### src/rtl/seg_scan_display.sv
// Multiplexed 7-segment hex display driver with a per-frame coherent channel snapshot
// and an integrated step-button debouncer producing a single-cycle step pulse.

module seg_hex_digit (
    input  logic [3:0] nib,
    input  logic       blank,
    input  logic       dp,
    output logic [7:0] seg
);
    always_comb begin
        seg = 8'hFF;
        seg[7] = ~dp;
        // {g,f,e,d,c,b,a}, active-low
        unique case (nib)
            4'h0: seg[6:0] = 7'h40;
            4'h1: seg[6:0] = 7'h79;
            4'h2: seg[6:0] = 7'h24;
            4'h3: seg[6:0] = 7'h30;
            4'h4: seg[6:0] = 7'h19;
            4'h5: seg[6:0] = 7'h12;
            4'h6: seg[6:0] = 7'h02;
            4'h7: seg[6:0] = 7'h78;
            4'h8: seg[6:0] = 7'h00;
            4'h9: seg[6:0] = 7'h10;
            4'hA: seg[6:0] = 7'h08;
            4'hB: seg[6:0] = 7'h03;
            4'hC: seg[6:0] = 7'h46;
            4'hD: seg[6:0] = 7'h21;
            4'hE: seg[6:0] = 7'h06;
            4'hF: seg[6:0] = 7'h0E;
            default: seg[6:0] = 7'h7F;
        endcase
        if (blank)
            seg[6:0] = 7'h7F;
    end
endmodule

module seg_btn_debounce #(
    parameter int DEB_CYC = 1000000
) (
    input  logic CLK,
    input  logic Reset,
    input  logic BtnRaw,
    output logic StepPulse
);
    localparam int DW = (DEB_CYC > 1) ? $clog2(DEB_CYC) : 1;

    logic          sync_1, sync_2, accepted;
    logic [DW-1:0] stable_cnt;

    // Counting only while the synchronised level differs from the accepted one is
    // equivalent to restarting on every change, since a change back ends the attempt.
    always_ff @(posedge CLK) begin
        if (Reset) begin
            sync_1     <= 1'b0;
            sync_2     <= 1'b0;
            accepted   <= 1'b0;
            stable_cnt <= '0;
            StepPulse  <= 1'b0;
        end else begin
            sync_1    <= BtnRaw;
            sync_2    <= sync_1;
            StepPulse <= 1'b0;
            if (sync_2 == accepted) begin
                stable_cnt <= '0;
            end else if (stable_cnt == DW'(DEB_CYC - 1)) begin
                accepted   <= sync_2;
                stable_cnt <= '0;
                StepPulse  <= sync_2;
            end else begin
                stable_cnt <= stable_cnt + 1'b1;
            end
        end
    end
endmodule

module seg_scan_display #(
    parameter int NDIG     = 4,
    parameter int NCH      = 4,
    parameter int SELW     = 2,
    parameter int REFRESH  = 100000,
    parameter int DEB_CYC  = 1000000,
    parameter int BLANK_LZ = 0
) (
    input  logic                CLK,
    input  logic                Reset,
    input  logic [SELW-1:0]     Sel,
    input  logic [NCH*32-1:0]   ChData,
    input  logic [NDIG-1:0]     DpMask,
    input  logic                BtnRaw,
    output logic                StepPulse,
    output logic [NDIG-1:0]     AN,
    output logic [7:0]          Seg
);
    localparam int SW = 4 * NDIG;
    localparam int RW = (REFRESH > 1) ? $clog2(REFRESH) : 1;
    localparam int IW = (NDIG > 1) ? $clog2(NDIG) : 1;

    logic [RW-1:0]          ref_cnt;
    logic [IW-1:0]          scan_idx;
    logic [SW-1:0]          snap, chan_sel, disp_src;
    logic                   first_cyc;
    logic                   ref_end, idx_last;
    logic [NDIG-1:0]        blank;
    logic [NDIG-1:0][7:0]   dig_seg;
    logic                   unused_chdata;

    assign unused_chdata = ^ChData;

    always_comb begin
        chan_sel = '0;
        for (int c = 0; c < NCH; c++)
            if (32'(Sel) == c)
                chan_sel = ChData[32*c +: SW];
    end

    assign ref_end  = (ref_cnt == RW'(REFRESH - 1));
    assign idx_last = (scan_idx == IW'(NDIG - 1));

    // On the very first cycle the snapshot is being loaded on the same edge as digit 0
    // lights, so decode from the incoming value rather than the stale register.
    assign disp_src = first_cyc ? chan_sel : snap;

    genvar i;
    generate
        for (i = 0; i < NDIG; i++) begin : g_dig
            if (i == 0) begin : g_first
                assign blank[i] = 1'b0;
            end else begin : g_rest
                assign blank[i] = (BLANK_LZ != 0) && (disp_src[SW-1:4*i] == '0);
            end
            seg_hex_digit u_dig (
                .nib   (disp_src[4*i +: 4]),
                .blank (blank[i]),
                .dp    (DpMask[i]),
                .seg   (dig_seg[i])
            );
        end
    endgenerate

    always_ff @(posedge CLK) begin
        if (Reset) begin
            ref_cnt   <= '0;
            scan_idx  <= '0;
            snap      <= '0;
            first_cyc <= 1'b1;
            AN        <= '1;
            Seg       <= 8'hFF;
        end else begin
            first_cyc <= 1'b0;
            AN        <= ~(NDIG'(1) << scan_idx);
            Seg       <= dig_seg[scan_idx];
            if (first_cyc || (ref_end && idx_last))
                snap <= chan_sel;
            if (ref_end) begin
                ref_cnt  <= '0;
                scan_idx <= idx_last ? '0 : scan_idx + 1'b1;
            end else begin
                ref_cnt <= ref_cnt + 1'b1;
            end
        end
    end

    seg_btn_debounce #(.DEB_CYC(DEB_CYC)) u_deb (
        .CLK       (CLK),
        .Reset     (Reset),
        .BtnRaw    (BtnRaw),
        .StepPulse (StepPulse)
    );
endmodule

### config.mk
export PLATFORM = sky130hd
export DESIGN_NAME = seg_scan_display
export DESIGN_NICKNAME = d
export VERILOG_FILES = /design/src/rtl/seg_scan_display.sv
export SDC_FILE = /design/constraint.sdc
export NUM_CORES = 1
export LEC_CHECK = 0
export CAP_MARGIN = 25
export CORE_ASPECT_RATIO = 0.8
export CORE_MARGIN = 3
export CORE_UTILIZATION = 40
export DETAILED_ROUTE_END_ITERATION = 8
export PLACE_DENSITY = 0.7
export SLEW_MARGIN = 10
export SYNTH_ARGS = -nofsm -noshare
export SYNTH_HDL_FRONTEND = slang
export SYNTH_SLANG_ARGS = --single-unit
export TNS_END_PERCENT = 1
### constraint.sdc
create_clock -name CLK -period 3.4 [get_ports CLK]
set_input_delay 0.68 -clock CLK [delete_from_list [all_inputs] [get_ports CLK]]
set_output_delay 0.68 -clock CLK [all_outputs]
set_load 0.01 [all_outputs]
# ---- Word-level counts from Yosys, hierarchy flattened
# Memory sizes are Yosys's and may differ from the RTL's.
# Cells that the tools add are included.
dict set report word_totals {
  reg_bits 72
  out_inout_bits 13
  mem_bits_rw 0
  input_bits 137
  elab_cells 50
  n_memories 4
  latchBits 0
  mem_bits_ro 448
}
# name words width rd rd_clocked_by_memory_dff write_ports line_no
set mem_list {}
lappend mem_list {{(no name shown)} 16 7 1 0 0 14} ;# unique case (nib)
lappend mem_list {{(no name shown)} 16 7 1 0 0 14}
lappend mem_list {{(no name shown)} 16 7 1 0 0 14}
lappend mem_list {{(no name shown)} 16 7 1 0 0 14}
dict set report op_classes {
  shifts 1
  bitwise_logic 7
  n_reduce_logical 7
  n_div 0
  mux 9
  n_eq_ne 7
  magnitude_cmp 1
  add_sub_neg 3
  n_mul 0
}
# cell n
set ops {}
lappend ops {{$mux 16} 5}
lappend ops {{$add 20x1->20 const B} 1}
lappend ops {{$eq 20x20->1 const B} 1}
lappend ops {{$add 17x1->17 const B} 1}
lappend ops {{$eq 17x17->1 const B} 1}
lappend ops {{$bmux 8 s2} 1}
lappend ops {{$mux 8} 1}
lappend ops {{$eq 2x2->1 const B} 3}
lappend ops {{$not 1->1} 6}
lappend ops {{$reduce_or 3->1} 2}
lappend ops {{$not 4->4} 1}
lappend ops {{$shl 1x2->4 const A} 1}
lappend ops {{$lt 2x3->1 const B} 1}
lappend ops {{$add 2x1->2 const B} 1}
lappend ops {{$eq 2x1->1 const B} 1}
lappend ops {{$logic_not 2->1} 1}
lappend ops {{$mux 2} 1}
lappend ops {{$reduce_and 2->1} 1}
lappend ops {{$reduce_or 2->1} 1}
lappend ops {{$eq 1x1->1} 1}
lappend ops {{$logic_and 1x1->1} 1}
lappend ops {{$logic_or 1x1->1} 1}
lappend ops {{$mux 1} 1}

# ---- Longest topological paths before layout
# Gate-level depths: netlist of run 1.
# An unclocked memory read counts as a cell.
dict set report logic_depth {
  word_depth 9
  mapped_depth 12
  mapped_depth_nobuf 10
}

# ---- Hierarchy
# Synthesis of run 1 repeated with hierarchy kept, for this count alone.
dict set report unflattened {
  hier_cells 517
  area_unflattened_um2 5001.0
}
# module area_each_um2 cells_per_inst seq_area_each_um2 n_inst
set modules_own_cells {}
lappend modules_own_cells {seg_scan_display 2711.4 249 960.9 1}
lappend modules_own_cells {seg_hex_digit 302.8 36 0.0 4}
lappend modules_own_cells {seg_btn_debounce 1078.5 124 480.5 1}

# ---- Worst setup path after synthesis of run 1
# OpenSTA, ideal clock, no wires.
dict set report synth_path {
  path_kind {input-to-reg}
  start {in Sel[1]}
  end {reg Seg[0]}
  setup_slack_ns 0.286
  path_buffers 2
  required_ns 3.266
  cell_stages 10
  setup_ns 0.134
  t_arrival_ns 2.980
  cell_sequence {buf_2 -> clkbuf_1 -> mux4_2 -> mux2i_1 -> inv_1 -> ha_1 -> inv_1 -> o22ai_1 -> o21a_1 -> or4_1}
}
dict set report synth_between {
  elab_chain_len 9
  word_cells_on_any_way 15
  classes_between {eq/ne (3); mux (7); reduce/logical (1); memory (4)}
}
# item line_no
set synth_lines {}
lappend synth_lines {{from (decl)} 87} ;# input logic [SELW-1:0] Sel,
lappend synth_lines {{$logic_not 2->1} 113} ;# if (32'(Sel) == c)
lappend synth_lines {{$mux 16 (3 in a row)} 113}
lappend synth_lines {{$mux 16 *} 113}
lappend synth_lines {{$mux 16 *} 122} ;# assign disp_src = first_cyc ? chan_sel : snap;
lappend synth_lines {{$mem_v2 16x7} -}
lappend synth_lines {{$bmux 8 s2 *} 152} ;# Seg <= dig_seg[scan_idx];
lappend synth_lines {{$mux 8 (not written as such) *} 152}
lappend synth_lines {{to (signal assigned)} 152}
lappend synth_lines {{to (decl)} 93} ;# output logic [7:0] Seg
# Every way passes the cells marked *; elsewhere a longest branch is shown, timed or not. The select of a mux whose other input is x is not followed.
# A chain may end at the register's enable or synchronous reset.

# ---- Worst setup path in the final report of run 1
dict set report layout_path {
  start {in Sel[1]}
  end {reg Seg[6]}
}
# The elaborated chain is that of the path after synthesis.

==> results of run 1 <==
sequential cells by signal, summed over array words and instances, names as in the netlist:
signal	cells
ref_cnt	17
scan_idx	2
u_deb.StepPulse	1
first_cyc	1
u_deb.stable_cnt	20
Seg	8
u_deb.sync_1	1
u_deb.sync_2	1
u_deb.accepted	1
snap	16
AN	4
routing by layer:
| metal | vias to the layer above | GRT usage (%) |
|---|---|---|
| li1 | 2173 | - |
| met1 | 2103 | 25.4 |
| met2 | 114 | 31.1 |
| met3 | 19 | 3.99 |
| met4 | 0 | 4.67 |
| met5 | - | 0 |
cell families after synthesis:
group                      count (synthesis)  share of synthesized area [%]
DFF                                       72                           29.6
muxes                                     65                           17.8
xor gates and xnor gates                  35                           6.29
buffers and inverters                     49                           4.70
AOI/OAI and AO/OA                         87                           13.5
and+or+nand+nor                          209                           20.5
adders and majority gates                 30                           7.70
power breakdown:
group | switching (mW) | total, mW | internal [mW]
registers | 0.0195 | 0.896 | 0.877
clock network | 0.375 | 0.988 | 0.613
logic | 0.274 | 0.583 | 0.309
through the flow:
stage,instances,hold slack (ns),instance area [µm²],power [mW]
floorplan,547,0.413,4880,1.26
global placement,787,0.425,6020,1.47
detailed placement,787,0.433,6020,1.49
CTS,803,0.444,6340,2.48
global route,804,0.465,6350,2.58
finish,804,0.441,6350,2.47
cell type report:
cell class	instances	area [µm²]	share of cell area, %
Tap cell	148	185	2.92
Timing Repair Buffer	121	1120	17.7
Multi-Input combinational cell	426	3210	50.5
Clock buffer	11	253	3.98
Inverter	21	78.8	1.24
Clock inverter	5	63.8	1.00
Sequential cell	72	1440	22.7
cells in the final DEF (no fill, tap or decap), types with 10 or more instances in the layout:
cell type / Yosys / final
sky130_fd_sc_hd__mux2i_1: 36 / 36
sky130_fd_sc_hd__a21oi_1: 15 / 15
sky130_fd_sc_hd__nand3_1: 22 / 22
sky130_fd_sc_hd__buf_4: 1 / 35
sky130_fd_sc_hd__nor2_1: 84 / 84
sky130_fd_sc_hd__inv_1: 21 / 21
sky130_fd_sc_hd__xnor2_1: 15 / 15
sky130_fd_sc_hd__xor2_1: 20 / 20
sky130_fd_sc_hd__dfxtp_1: 72 / 72
sky130_fd_sc_hd__clkdlybuf4s50_1: 0 / 84
sky130_fd_sc_hd__mux2_2: 10 / 10
sky130_fd_sc_hd__ha_1: 30 / 30
sky130_fd_sc_hd__nand2_1: 37 / 37
sky130_fd_sc_hd__nand2b_1: 17 / 17
sky130_fd_sc_hd__mux4_2: 10 / 10
worst paths after layout:
path,from,end,slack (ns),depth (start not counted)
min reg2reg,u_deb.sync_1$_SDFF_PP0_,u_deb.sync_2$_SDFF_PP0_,0.44,1
max,Sel[1],Seg[6]$_SDFF_PP1_,0.27,9
min,u_deb.sync_1$_SDFF_PP0_,u_deb.sync_2$_SDFF_PP0_,0.44,1
max reg2reg,first_cyc$_DFF_P_,Seg[3]$_SDFF_PP1_,0.87,10
==> impl_metrics.env, run 1 <==
export IMPL_drv_slew=0
export IMPL_cts_htree_levels=3
export IMPL_drt_antenna_net_count=0
export IMPL_clkSinkCount=72
export IMPL_synth_commonest_cells="84 x sky130_fd_sc_hd__nor2_1, 72 x sky130_fd_sc_hd__dfxtp_1, 37 x sky130_fd_sc_hd__nand2_1"
export IMPL_floorplan_initialDensity_pct=41.7
export IMPL_first_iter_violations=280
export IMPL_achievable_frequency_ghz=0.320
export IMPL_total_congestion_overflow_after_global_routing=0
export IMPL_cp_slowest_cell="sky130_fd_sc_hd__clkdlybuf4s50_1"
export IMPL_cts_buffers=9
export IMPL_first_pass_grt_wire_length_um=21000
export IMPL_critPathMaxFanout=9
export IMPL_fill_cells=1054
export IMPL_ys_warn_count=0
export IMPL_wirelength_um=12700
export IMPL_finalHoldViolCount=0
export IMPL_synth_async_reset_ratio_pct=0
export IMPL_wl_met3_um=531
export IMPL_syn_avg_cell_area_um2=8.91
export IMPL_cts_root_buf="sky130_fd_sc_hd__clkbuf_16"
export IMPL_setup_viol=0
export IMPL_postLayoutCoreUtil_pct=54.3
export IMPL_critical_path_top_delay_family="multiplexers"
export IMPL_yosysSeqAreaShare_pct=29.6
export IMPL_syn_inst_count=547
export IMPL_highest_signal_layer="met4"
export IMPL_slew_headroom_pct=43.0
export IMPL_vias_per_cell=5.48
export IMPL_die_area_mm2=0.0136
export IMPL_cts_tree="done"
export IMPL_syn_nets=714
export IMPL_place_ws_ns=-0.0581
export IMPL_maxCapViolCount=0
export IMPL_maximum_resistive_drop_on_vdd_mv=0.232
export IMPL_critical_path_cell_sequence="clkdlybuf4s50_1 -> buf_4 -> mux4_1 -> mux2_2 -> ha_1 -> mux2_4 -> a2111oi_2 -> a31oi_1 -> a21o_1"
export IMPL_hold_path_class="reg2reg"
export IMPL_n_antenna_cell=0
export IMPL_status="completed"
export IMPL_yosysTopAreaCellShare_pct=29.6
export IMPL_tightest_slew_ns=0.854
export IMPL_setup_worst_path_start_class="input port"
export IMPL_crit_path_buf_inv_count=2
export IMPL_layout_worst_path_cycle_share_pct=91.9
export IMPL_fp_coreArea_mm2=0.0117
export IMPL_synth_seq_cells=72
export IMPL_grt_antenna_before_repair=0
export IMPL_netlist_cell_type_count=62
export IMPL_detail_route_wirelength_met1_um=5930
export IMPL_postCtsSetupRepairBufs=0
export IMPL_global_route_usage_total_pct=18.9
export IMPL_routedWlPerCell_um=15.8
export IMPL_die_w_um=129
export IMPL_first_global_vias=4446
export IMPL_port_buffers=85
export IMPL_unrepaired_setup_endpoints_after_global_routing="no"
export IMPL_yosys_cell_count_top_type="sky130_fd_sc_hd__nor2_1"
export IMPL_crit_path_end_kind="register"
export IMPL_synth_enable_flop_cells=0
export IMPL_cts_repair_resize_count=0
export IMPL_timing_critical_path_required_ns=3.64
export IMPL_detailed_routed_wire_length_on_met2_um=6060
export IMPL_synthDominantAreaCellType="sky130_fd_sc_hd__dfxtp_1"
export IMPL_cellLeakagePower_nw=2.48
export IMPL_cts_hold_buffers_added=0
export IMPL_drtPass1Iterations=7
export IMPL_drt_drc_violations_left=0
export IMPL_worst_clock_skew_ns=0.00913
export IMPL_die_height_um=105
export IMPL_period_needed_ns=3.13
export IMPL_setup_ws_ns=0.274
export IMPL_nNetsFinal=818
export IMPL_setup_worst_path_class="in2reg"
export IMPL_critical_path_arrival_ns=3.36
export IMPL_ranking_of_synthesized_cells_by_area="sky130_fd_sc_hd__dfxtp_1 30%, sky130_fd_sc_hd__ha_1 7.7%, sky130_fd_sc_hd__mux2i_1 7.4%"
export IMPL_tns_ns=0
export IMPL_fraction_of_layout_cells_with_a_size_suffix_above_1_pct=13.4
export IMPL_worstSkewPairLatency_ns=0.34
export IMPL_cts_clk_slew_worst_paths_ns=0.06
export IMPL_synthToLayoutAreaGrowth_pct=30.3
export IMPL_num_rows=35
export IMPL_io_pins=150
export IMPL_grt_max_degree=24
export IMPL_cpPeakStageDelay_ns=0.55
export IMPL_dp_hpwl_um=9890
export IMPL_power_density_mw_per_mm2=388
export IMPL_routed_via_count=4409
export IMPL_synth_ff_type="sky130_fd_sc_hd__dfxtp_1"
export IMPL_gpl_final_weighted_congestion=0.903
export IMPL_cts_buffer_depth=2
export IMPL_post_synth_instance_area_mm2=0.00488
No activity file was read; power rests on OpenSTA's default activity.
==> run 2, diff against run 1 <==
CTS_BUF_LIST = sky130_fd_sc_hd__clkbuf_8   (was unset)
==> run 2 against run 1 <==
First-iteration DRC count fell by 2.1%; maximum frequency decreased by 0.54%; largest cell class unchanged; via count shrank 0.27%; sequential cell count is the same; combinational power hardly changed; cell count unchanged; wire length decreased by 0.27%; utilization shrank 0.87 points; sequential power barely moved; clock power shrank 26%; global-route usage is 0.11 points lower.
==> impl_metrics.env, run 2 (synthesis gave the netlist of run 1 again) <==
export IMPL_critPathMaxFanout=9
export IMPL_dp_hpwl_um=9890
export IMPL_floorplan_initialDensity_pct=41.7
export IMPL_status="completed"
export IMPL_largest_register="u_deb.stable_cnt"
export IMPL_die_area_mm2=0.0136
export IMPL_tightest_slew_ns=0.865
export IMPL_maximum_resistive_drop_on_vdd_mv=0.172
export IMPL_power_frac_comb_pct=26.4
export IMPL_largest_reg_flops=20
export IMPL_fraction_of_layout_cells_with_a_size_suffix_above_1_pct=13.4
export IMPL_nNetsFinal=818
export IMPL_crit_path_end_kind="register"
export IMPL_critical_path_cell_sequence="clkdlybuf4s50_1 -> buf_4 -> mux4_1 -> mux2_2 -> ha_1 -> mux2_4 -> a2111oi_2 -> a31oi_1 -> a21o_1"
export IMPL_cts_buffers=9
export IMPL_setup_viol=0
export IMPL_period_needed_ns=3.14
export IMPL_io_pins=150
export IMPL_global_route_track_usage_on_met2_pct=30.8
export IMPL_met1_usage_pct=25.0
export IMPL_gpl_final_weighted_congestion=0.903
export IMPL_first_iter_violations=274
export IMPL_total_congestion_overflow_after_global_routing=0
export IMPL_synthToLayoutAreaGrowth_pct=28.2
export IMPL_die_w_um=129
export IMPL_reg_largest_list="u_deb.stable_cnt x20, ref_cnt x17, snap x16"
export IMPL_cpPeakStageDelay_ns=0.55
export IMPL_achievable_frequency_ghz=0.318
export IMPL_setup_worst_path_start_class="input port"
export IMPL_grt_use_met3_pct=4.04
export IMPL_power_density_mw_per_mm2=353
export IMPL_n_antenna_cell=0
export IMPL_cts_buffer_depth=2
export IMPL_routed_via_count=4397
export IMPL_routedWlPerCell_um=15.7
export IMPL_global_route_usage_total_pct=18.8
export IMPL_worstSkewPairLatency_ns=0.36
export IMPL_cts_htree_levels=3
export IMPL_hold_path_class="reg2reg"
export IMPL_final_cell_mix="84 x sky130_fd_sc_hd__nor2_1, 84 x sky130_fd_sc_hd__clkdlybuf4s50_1, 72 x sky130_fd_sc_hd__dfxtp_1"
export IMPL_sw_frac_of_total_pct=29.0
export IMPL_wirelength_um=12700
export IMPL_clkSinkCount=72
export IMPL_sequential_power_share_pct=40.5
export IMPL_slew_headroom_pct=42.3
export IMPL_critical_path_arrival_ns=3.41
export IMPL_cellLeakagePower_nw=2.43
export IMPL_tns_ns=0
export IMPL_grt_most_used_layer="met2"
export IMPL_finalHoldViolCount=0
export IMPL_first_global_vias=4417
export IMPL_die_height_um=105
export IMPL_setup_worst_path_class="in2reg"
export IMPL_clock_power_share_pct=33.1
export IMPL_post_layout_total_power_mw=2.21
export IMPL_maxCapViolCount=0
export IMPL_port_buffers=85
export IMPL_grt_antenna_before_repair=0
export IMPL_fp_coreArea_mm2=0.0117
export IMPL_cts_root_buf="sky130_fd_sc_hd__clkbuf_8"
export IMPL_net_switching_power_mw=0.640
export IMPL_cp_slowest_cell="sky130_fd_sc_hd__clkdlybuf4s50_1"
export IMPL_cts_tree="done"
export IMPL_internal_power_mw=1.57
export IMPL_vias_per_cell=5.47
export IMPL_drt_drc_violations_left=0
export IMPL_first_pass_grt_wire_length_um=20900
export IMPL_drtPass1Iterations=5
export IMPL_grt_max_degree=24
export IMPL_unrepaired_setup_endpoints_after_global_routing="no"
export IMPL_num_rows=35
export IMPL_postCtsSetupRepairBufs=0
export IMPL_layout_worst_path_cycle_share_pct=92.4
export IMPL_timing_critical_path_required_ns=3.67
export IMPL_cts_clk_slew_worst_paths_ns=0.09
export IMPL_cts_hold_buffers_added=0
export IMPL_worst_clock_skew_ns=0.0127
export IMPL_drv_slew=0
export IMPL_cts_repair_resize_count=0
export IMPL_drt_antenna_net_count=0
-- run 2: cell counts in the layout (fill, tap and decap cells not counted) --
Identical to the previous run, type by type.
-- run 2: per-stage QoR --
step,util (%),area [µm²],std cells,hold slack [ns],worst slack (ns)
6_report,53.5,6250,804,0.439,0.257
5_1_grt,53.5,6250,804,0.469,0.179
4_1_cts,53.3,6230,803,0.447,0.331
3_5_place_dp,51.5,6020,787,0.433,-0.0581
3_3_place_gp,51.5,6020,787,0.425,0.0148
2_1_floorplan,-,4880,547,0.413,0.286
-- run 2: cell type report --
type	count	area, µm²
well taps	148	185
clock buffers	11	151
fillers	1058	5440
flip-flops and latches	72	1440
repair buffers	121	1120
clock inverters	5	63.8
multi-input cells	426	3210
inverters	21	78.8
-- run 2: per-layer routing --
| layer | routed length, µm | part of all wire [%] | vias up |
|---|---|---|---|
| li1 | - | - | 2171 |
| met1 | 5910 | 47 | 2099 |
| met2 | 5970 | 47 | 107 |
| met3 | 598 | 4.7 | 20 |
| met4 | 183 | 1.4 | 0 |
| met5 | 0 | 0 | - |
-- run 2: worst paths after layout --
path,start,endpoint,slack (ns),cells past startpoint
max,Sel[1],Seg[6]$_SDFF_PP1_,0.26,9
min,u_deb.sync_1$_SDFF_PP0_,u_deb.sync_2$_SDFF_PP0_,0.44,1
max reg2reg,first_cyc$_DFF_P_,Seg[6]$_SDFF_PP1_,0.83,9
min reg2reg,u_deb.sync_1$_SDFF_PP0_,u_deb.sync_2$_SDFF_PP0_,0.44,1
-- run 2: critical path, delay by kind of cell --
family | cells | cell delay [ns]
adder cells (fa/ha/maj) | 1 | 0.22
AO/OA/AOI/OAI | 3 | 0.79
multiplexers | 3 | 0.94
buffers and inverters | 2 | 0.77
-- run 2: power groups by stage --
stage | registers (mW) | clock network, mW | logic [mW]
finish | 0.895 | 0.731 | 0.583
global route | 0.899 | 0.782 | 0.634
floorplan | 0.917 | 0 | 0.342
CTS | 0.895 | 0.747 | 0.577
detailed placement | 0.914 | 0 | 0.574
global placement | 0.913 | 0 | 0.554
